## src/rtl/softmax_feeder.sv

```systemverilog
// Softmax front end: loads the exp LUT, buffers one row of scores, streams it and waits for results.
// Define SOFTMAX_FEEDER_TIMEOUT_EN to add a watchdog on the result-collection phase.
module softmax_feeder #(
    parameter int unsigned ROW_LEN     = 64,
    parameter int unsigned DATA_W      = 8,
    parameter int unsigned LUT_ADDR    = 16,
    parameter int unsigned LUT_DATA    = 16,
    parameter int unsigned TIMEOUT_CYC = 1024
) (
    input  logic                clk,
    input  logic                rst_n,
    input  logic                lut_load_start,
    input  logic                lut_in_valid,
    output logic                lut_in_ready,
    input  logic [LUT_DATA-1:0] lut_in_data,
    output logic [LUT_ADDR-1:0] lut_waddr,
    output logic                lut_wen,
    output logic [LUT_DATA-1:0] lut_wdata,
    input  logic                s_valid,
    output logic                s_ready,
    input  logic [DATA_W-1:0]   s_data,
    output logic [DATA_W-1:0]   idata,
    output logic                idata_valid,
    input  logic                odata_valid,
    input  logic [7:0]          cfg_shift_in,
    output logic [7:0]          cfg_consmax_shift,
    output logic                busy,
    output logic                lut_ready,
    output logic                row_done,
    output logic                timeout_err
);

    localparam int unsigned IDX_W = $clog2(ROW_LEN);
    localparam int unsigned CNT_W = IDX_W + 1;
    localparam logic [CNT_W-1:0]    ROW_LAST = CNT_W'(ROW_LEN - 1);
    localparam logic [CNT_W-1:0]    ROW_FULL = CNT_W'(ROW_LEN);
    localparam logic [LUT_ADDR-1:0] LUT_LAST = '1;

    typedef enum logic [2:0] {StIdle, StLutLoad, StFill, StStream, StWaitOut} state_e;

    state_e                state_q;
    logic [LUT_ADDR-1:0]   lut_cnt_q;
    logic                  lut_wen_q;
    logic [LUT_ADDR-1:0]   lut_waddr_q;
    logic [LUT_DATA-1:0]   lut_wdata_q;
    logic                  lut_ready_q;
    logic [CNT_W-1:0]      cnt_q;
    logic [CNT_W-1:0]      ocnt_q;
    logic [DATA_W-1:0]     idata_q;
    logic                  idata_valid_q;
    logic                  row_done_q;
    logic [7:0]            shift_q;
    logic [DATA_W-1:0]     buf_q [ROW_LEN];

`ifdef SOFTMAX_FEEDER_TIMEOUT_EN
    localparam int unsigned WD_W = $clog2(TIMEOUT_CYC) + 1;
    localparam logic [WD_W-1:0] WD_LAST = WD_W'(TIMEOUT_CYC - 1);
    logic [WD_W-1:0] wd_q;
    logic            timeout_q;
`endif

    logic             lut_hs;
    logic             s_hs;
    logic             res_phase;
    logic             ocnt_en;
    logic [CNT_W-1:0] ocnt_nxt;
    logic             out_done;
    logic [IDX_W-1:0] wr_idx;

    always_comb begin
        lut_hs    = (state_q == StLutLoad) && lut_in_valid;
        // A pending LUT load wins over a score in IDLE, so the score is not acknowledged.
        s_ready   = lut_ready_q &&
                    (((state_q == StIdle) && !lut_load_start) ||
                     ((state_q == StFill) && (cnt_q < ROW_FULL)));
        s_hs      = s_valid && s_ready;
        res_phase = (state_q == StStream) || (state_q == StWaitOut);
        ocnt_en   = odata_valid && res_phase && (ocnt_q != ROW_FULL);
        ocnt_nxt  = ocnt_q + CNT_W'(ocnt_en);
        out_done  = (ocnt_nxt == ROW_FULL);
        wr_idx    = (state_q == StIdle) ? '0 : cnt_q[IDX_W-1:0];
    end

    // Score storage is never reset; contents are only meaningful after a full row is filled.
    always_ff @(posedge clk) begin
        if (s_hs) begin
            buf_q[wr_idx] <= s_data;
        end
    end

    always_ff @(posedge clk or negedge rst_n) begin
        if (!rst_n) begin
            state_q       <= StIdle;
            lut_cnt_q     <= '0;
            lut_wen_q     <= 1'b0;
            lut_waddr_q   <= '0;
            lut_wdata_q   <= '0;
            lut_ready_q   <= 1'b0;
            cnt_q         <= '0;
            ocnt_q        <= '0;
            idata_q       <= '0;
            idata_valid_q <= 1'b0;
            row_done_q    <= 1'b0;
            shift_q       <= '0;
`ifdef SOFTMAX_FEEDER_TIMEOUT_EN
            wd_q          <= '0;
            timeout_q     <= 1'b0;
`endif
        end else begin
            lut_wen_q  <= lut_hs;
            row_done_q <= 1'b0;
            if (lut_hs) begin
                lut_waddr_q <= lut_cnt_q;
                lut_wdata_q <= lut_in_data;
                lut_cnt_q   <= lut_cnt_q + LUT_ADDR'(1);
            end
            if (res_phase) begin
                ocnt_q <= ocnt_nxt;
            end
            unique case (state_q)
                StIdle: begin
                    if (lut_load_start) begin
                        state_q     <= StLutLoad;
                        lut_cnt_q   <= '0;
                        lut_ready_q <= 1'b0;
                    end else if (s_hs) begin
                        shift_q <= cfg_shift_in;
                        cnt_q   <= CNT_W'(1);
                        ocnt_q  <= '0;
                        state_q <= StFill;
                    end
                end
                StLutLoad: begin
                    if (lut_hs && (lut_cnt_q == LUT_LAST)) begin
                        lut_ready_q <= 1'b1;
                        state_q     <= StIdle;
                    end
                end
                StFill: begin
                    if (s_hs) begin
                        if (cnt_q == ROW_LAST) begin
                            idata_q       <= buf_q[0];
                            idata_valid_q <= 1'b1;
                            cnt_q         <= CNT_W'(1);
                            state_q       <= StStream;
                        end else begin
                            cnt_q <= cnt_q + CNT_W'(1);
                        end
                    end
                end
                StStream: begin
                    if (cnt_q == ROW_FULL) begin
                        idata_valid_q <= 1'b0;
                        if (out_done) begin
                            state_q    <= StIdle;
                            row_done_q <= 1'b1;
                            ocnt_q     <= '0;
                        end else begin
                            state_q <= StWaitOut;
`ifdef SOFTMAX_FEEDER_TIMEOUT_EN
                            wd_q    <= '0;
`endif
                        end
                    end else begin
                        idata_q <= buf_q[cnt_q[IDX_W-1:0]];
                        cnt_q   <= cnt_q + CNT_W'(1);
                    end
                end
                StWaitOut: begin
                    if (out_done) begin
                        state_q    <= StIdle;
                        row_done_q <= 1'b1;
                        ocnt_q     <= '0;
                    end
`ifdef SOFTMAX_FEEDER_TIMEOUT_EN
                    else if (!odata_valid && (wd_q == WD_LAST)) begin
                        state_q    <= StIdle;
                        row_done_q <= 1'b1;
                        ocnt_q     <= '0;
                        timeout_q  <= 1'b1;
                    end else begin
                        wd_q <= odata_valid ? '0 : wd_q + WD_W'(1);
                    end
`endif
                end
                default: state_q <= StIdle;
            endcase
        end
    end

    assign lut_in_ready      = (state_q == StLutLoad);
    assign lut_waddr         = lut_waddr_q;
    assign lut_wen           = lut_wen_q;
    assign lut_wdata         = lut_wdata_q;
    assign idata             = idata_q;
    assign idata_valid       = idata_valid_q;
    assign cfg_consmax_shift = shift_q;
    assign busy              = (state_q != StIdle);
    assign lut_ready         = lut_ready_q;
    assign row_done          = row_done_q;

`ifdef SOFTMAX_FEEDER_TIMEOUT_EN
    assign timeout_err = timeout_q;
`else
    logic unused_timeout_cyc;
    assign unused_timeout_cyc = ^TIMEOUT_CYC;
    assign timeout_err        = 1'b0;
`endif

endmodule
```

## config.mk

```make
export PLATFORM = sky130hd
export DESIGN_NAME = softmax_feeder
export DESIGN_NICKNAME = d
export VERILOG_FILES = /design/src/rtl/softmax_feeder.sv
export SDC_FILE = /design/constraint.sdc
export NUM_CORES = 1
export LEC_CHECK = 0
export CAP_MARGIN = 20
export CORE_MARGIN = 8
export CORE_UTILIZATION = 61
export DETAILED_ROUTE_END_ITERATION = 10
export HOLD_SLACK_MARGIN = 0.12
export PLACE_DENSITY = 0.8
export SLEW_MARGIN = 20
export SYNTH_ARGS = -nofsm -noshare
export SYNTH_HDL_FRONTEND = slang
export SYNTH_SLANG_ARGS = --single-unit
```

## constraint.sdc

```tcl
create_clock -name clk -period 4.3 [get_ports clk]
set_clock_uncertainty 0.05 [all_clocks]
set_input_delay 0.86 -clock clk [delete_from_list [all_inputs] [get_ports clk]]
set_output_delay 0.86 -clock clk [all_outputs]
set_load 0.01 [all_outputs]
```

==> impl_results.md <==
* Distinct cells, synth at 56
* Number of synthesized register bits at between 500 and 600
* Post-synth EDFFs at around 510
* CP required at approximately 4700 ps
* Initial antenna violation count at 0
* Max-cap violations at 0
* Final setup violation count at 0
* Post-CTS setup buffers at 0
* R2R Setup Slk at 700 ps
* RD Place Congestion at between 0.9 and 1
* Die area at between 0.04 and 0.05 mm²
* CTS Buffer Depth at 3
* Mapped Cells at about 1,300
* Core ar. at between 0.03 and 0.04 mm²
* Clock H-tree levels at 2
* Crit Path Max Fanout at 7
* Total power at 13.2 mW
* Hold buffer count at cts at 0
* Global-route wire length before repair at 85,700 µm
* Path category of the worst min-delay check: input port to asynchronous set/reset pin
* WHS at about 230 ps
* Syn_nets at between 1,000 and 1,500
* Ys async rst share at 14.2%
* Register clock-pin slew on the reported worst setup and hold paths at roughly 60 ps
* Status: finished, final reports clean
* Routed vias at roughly 14,000
* Slowest cell delay on critical path at roughly 650 ps
* Most common cell after layout, fill and taps aside: edfxtp_1
* Worst VDD drop at approximately 0.37 mV
* Commonest cells after routing, fill and taps aside: edfxtp_1, nor2_1, mux2i_1
* Layout Nets at 1,548
* Largest net degree at the start of global routing at 86
* Critical path type: flop to flop
* Fmax at between 200 and 300 MHz
* Die Ht at ~210 µm
* Critical path launch point type: flop
* Crit-path slowest cell: or4b_2
* P&R area growth vs syn at 15.1%
* Yosys warns at 0
* Vias in the first global route at between 10,000 and 15,000
* Post-DRT Antenna Nets at 0
* Register area share after synthesis at 73.3%
* Antenna diodes at 0
* Worst slew margin at about 28%
* P_leak at around 9.3 nW
* Sink Count at 597
* Share of cells above drive strength 1 at between 10% and 20%
* DR pass1 iterations at 5
* Wire per inst at approximately 28 µm
* R2R cell count at 11
* Top cell by count, worst path: ha_1
* Hold Vio Cnt, Final at 0
* Num rows at 72
* CP Capture Type: flop
* 1st-iter DRT viols at roughly 1,800
* Synthesized area per cell at between 15 and 20 µm²
* Total GRT Usage at between 20% and 30%
* Drt total wl at between 50,000 and 60,000 µm
* I/O pin count at between 90 and 100
* Slew Viols, Final at 0
* Cell Pwr Density at 479 mW/mm²
* WP data arrival at about 4000 ps
* Detailed Place HPWL at about 36,000 µm
* RSZ-0062 raised after global routing: false
* Clock Latency Late Sink at roughly 620 ps
* Tmin final at approximately 3600 ps
* Crit path cell chain: or4b_2 > o41ai_1 > a21oi_1 > ha_1 > ha_1 > xor2_1 > or3_1 > nor3_1 > nand3_1 > o21ai_1 > nor2_1
* Slew @ Worst Pin at around 1100 ps
* Top_reg_cell synth: edfxtp_1
* Via-per-instance ratio at 6.55
* TritonCTS clock tree: built
* Mapped cell area at 0.0239 mm²
* CTS Buf Count at between 50 and 60
* DRC at 0
* Fin crit share at 83.6%
* Root Driver: clkbuf_16
* Die width at 214 µm
* Total Neg Setup Slack at 0 ps
* Port bufs at 92
* Initial cell density of the core at 61.8%
* Total congestion overflow at 0
* Post-cts gate resize count at 0
==> per-stage QoR <==
stage          cell area, µm²  utilization [%]  cells  setup slack [ps]
2_1_floorplan           23900                -   1347              1140
3_3_place_gp            25600             66.2   1964               665
3_5_place_dp            25600             66.2   1964               529
4_1_cts                 27500             71.1   2070               711
5_1_grt                 27500             71.1   2070               493
6_report                27500             71.1   2070               704
==> final cells by class <==
type | instances | area, µm²
clock inverters | 40 | 404
multi-input cells | 667 | 5910
fillers | 2263 | 11200
clock buffers | 66 | 1480
well taps | 518 | 648
flip-flops and latches | 597 | 17500
repair buffers | 172 | 1510
inverters | 10 | 37.5
==> report_power, final <==
group | internal (mW) | total, mW | leakage (nW) | switching, mW
clock network | 2.89 | 5.03 | 0.925 | 2.14
registers | 6.41 | 6.58 | 5.71 | 0.173
logic | 0.792 | 1.55 | 2.65 | 0.755
==> final timing paths <==
path                                                          to                              from
worst max-delay path                         ocnt_q[2]$_DFF_PN0_               ocnt_q[4]$_DFF_PN0_
max in group asynchronous                   cnt_q[0]$_DFFE_PN0P_                             rst_n
worst max register to register               ocnt_q[2]$_DFF_PN0_               ocnt_q[4]$_DFF_PN0_
worst min register to register  cfg_consmax_shift[7]$_DFFE_PN0P_  cfg_consmax_shift[7]$_DFFE_PN0P_
worst min-delay path                      lut_cnt_q[2]$_DFF_PN0_                             rst_n
min in group clk                cfg_consmax_shift[7]$_DFFE_PN0P_  cfg_consmax_shift[7]$_DFFE_PN0P_
==> kinds of logic (layout without fill, tap and decap cells) <==
| logic type | Yosys count | count (layout) | share of synthesized area, % |
|---|---|---|---|
| compound gates | 147 | 147 | 4.34 |
| xor+xnor | 24 | 24 | 0.880 |
| mux | 227 | 227 | 14.1 |
| fa+ha+maj | 5 | 5 | 0.262 |
| flops | 597 | 597 | 73.3 |
| simple gates | 263 | 263 | 5.11 |
| other cells | 1 | 1 | 0.0157 |
| buf+inv | 83 | 288 | 2.04 |
==> Yosys cell counts, types with 6 or more instances <==
library cell | instances | area share, %
a21oi_1 | 20 | 0.42
a22o_1 | 11 | 0.40
a22oi_1 | 49 | 1.5
a311oi_1 | 7 | 0.26
and2_1 | 6 | 0.16
and3_1 | 6 | 0.16
buf_1 | 6 | 0.094
buf_2 | 18 | 0.38
buf_4 | 9 | 0.28
buf_6 | 10 | 0.47
clkbuf_1 | 27 | 0.42
dfrtp_1 | 85 | 8.9
edfxtp_1 | 512 | 64
inv_1 | 9 | 0.14
mux2_2 | 41 | 1.9
mux2i_1 | 105 | 4.4
mux4_1 | 7 | 0.77
mux4_2 | 74 | 7.0
nand2_1 | 41 | 0.64
nand3_1 | 41 | 0.86
nand4_1 | 19 | 0.50
nor2_1 | 109 | 1.7
nor2b_1 | 6 | 0.16
nor3_1 | 15 | 0.31
o21ai_0 | 15 | 0.31
o21ai_1 | 8 | 0.17
o31ai_1 | 7 | 0.22
o32ai_1 | 8 | 0.29
xor2_1 | 19 | 0.70
==> critical path: cells and delay by family (launching register included) <==
family	cells	cell delay, ps
fa+ha+maj	2	540
flops	1	420
simple gates	5	1470
compound gates	3	810
xor+xnor	1	170
==> registers in the layout, summed over array words and instances (netlist names) <==
register and cells:
buf_q 512, cfg_consmax_shift 8, cnt_q 7, idata 8
idata_valid 1, lut_cnt_q 16, lut_ready 1, lut_waddr 16
lut_wdata 16, lut_wen 1, ocnt_q 7, row_done 1
state_q 3
==> per-layer routing <==
metal / share of wire (%) / vias to the layer above / track usage [%]
met2: 47 / 860 / 39.5
met4: 5.4 / 0 / 12.6
met5: 0 / - / 0
met1: 37 / 6831 / 34.2
li1: - / 5677 / -
met3: 11 / 195 / 5.19
No activity file was read; power rests on OpenSTA's default activity.
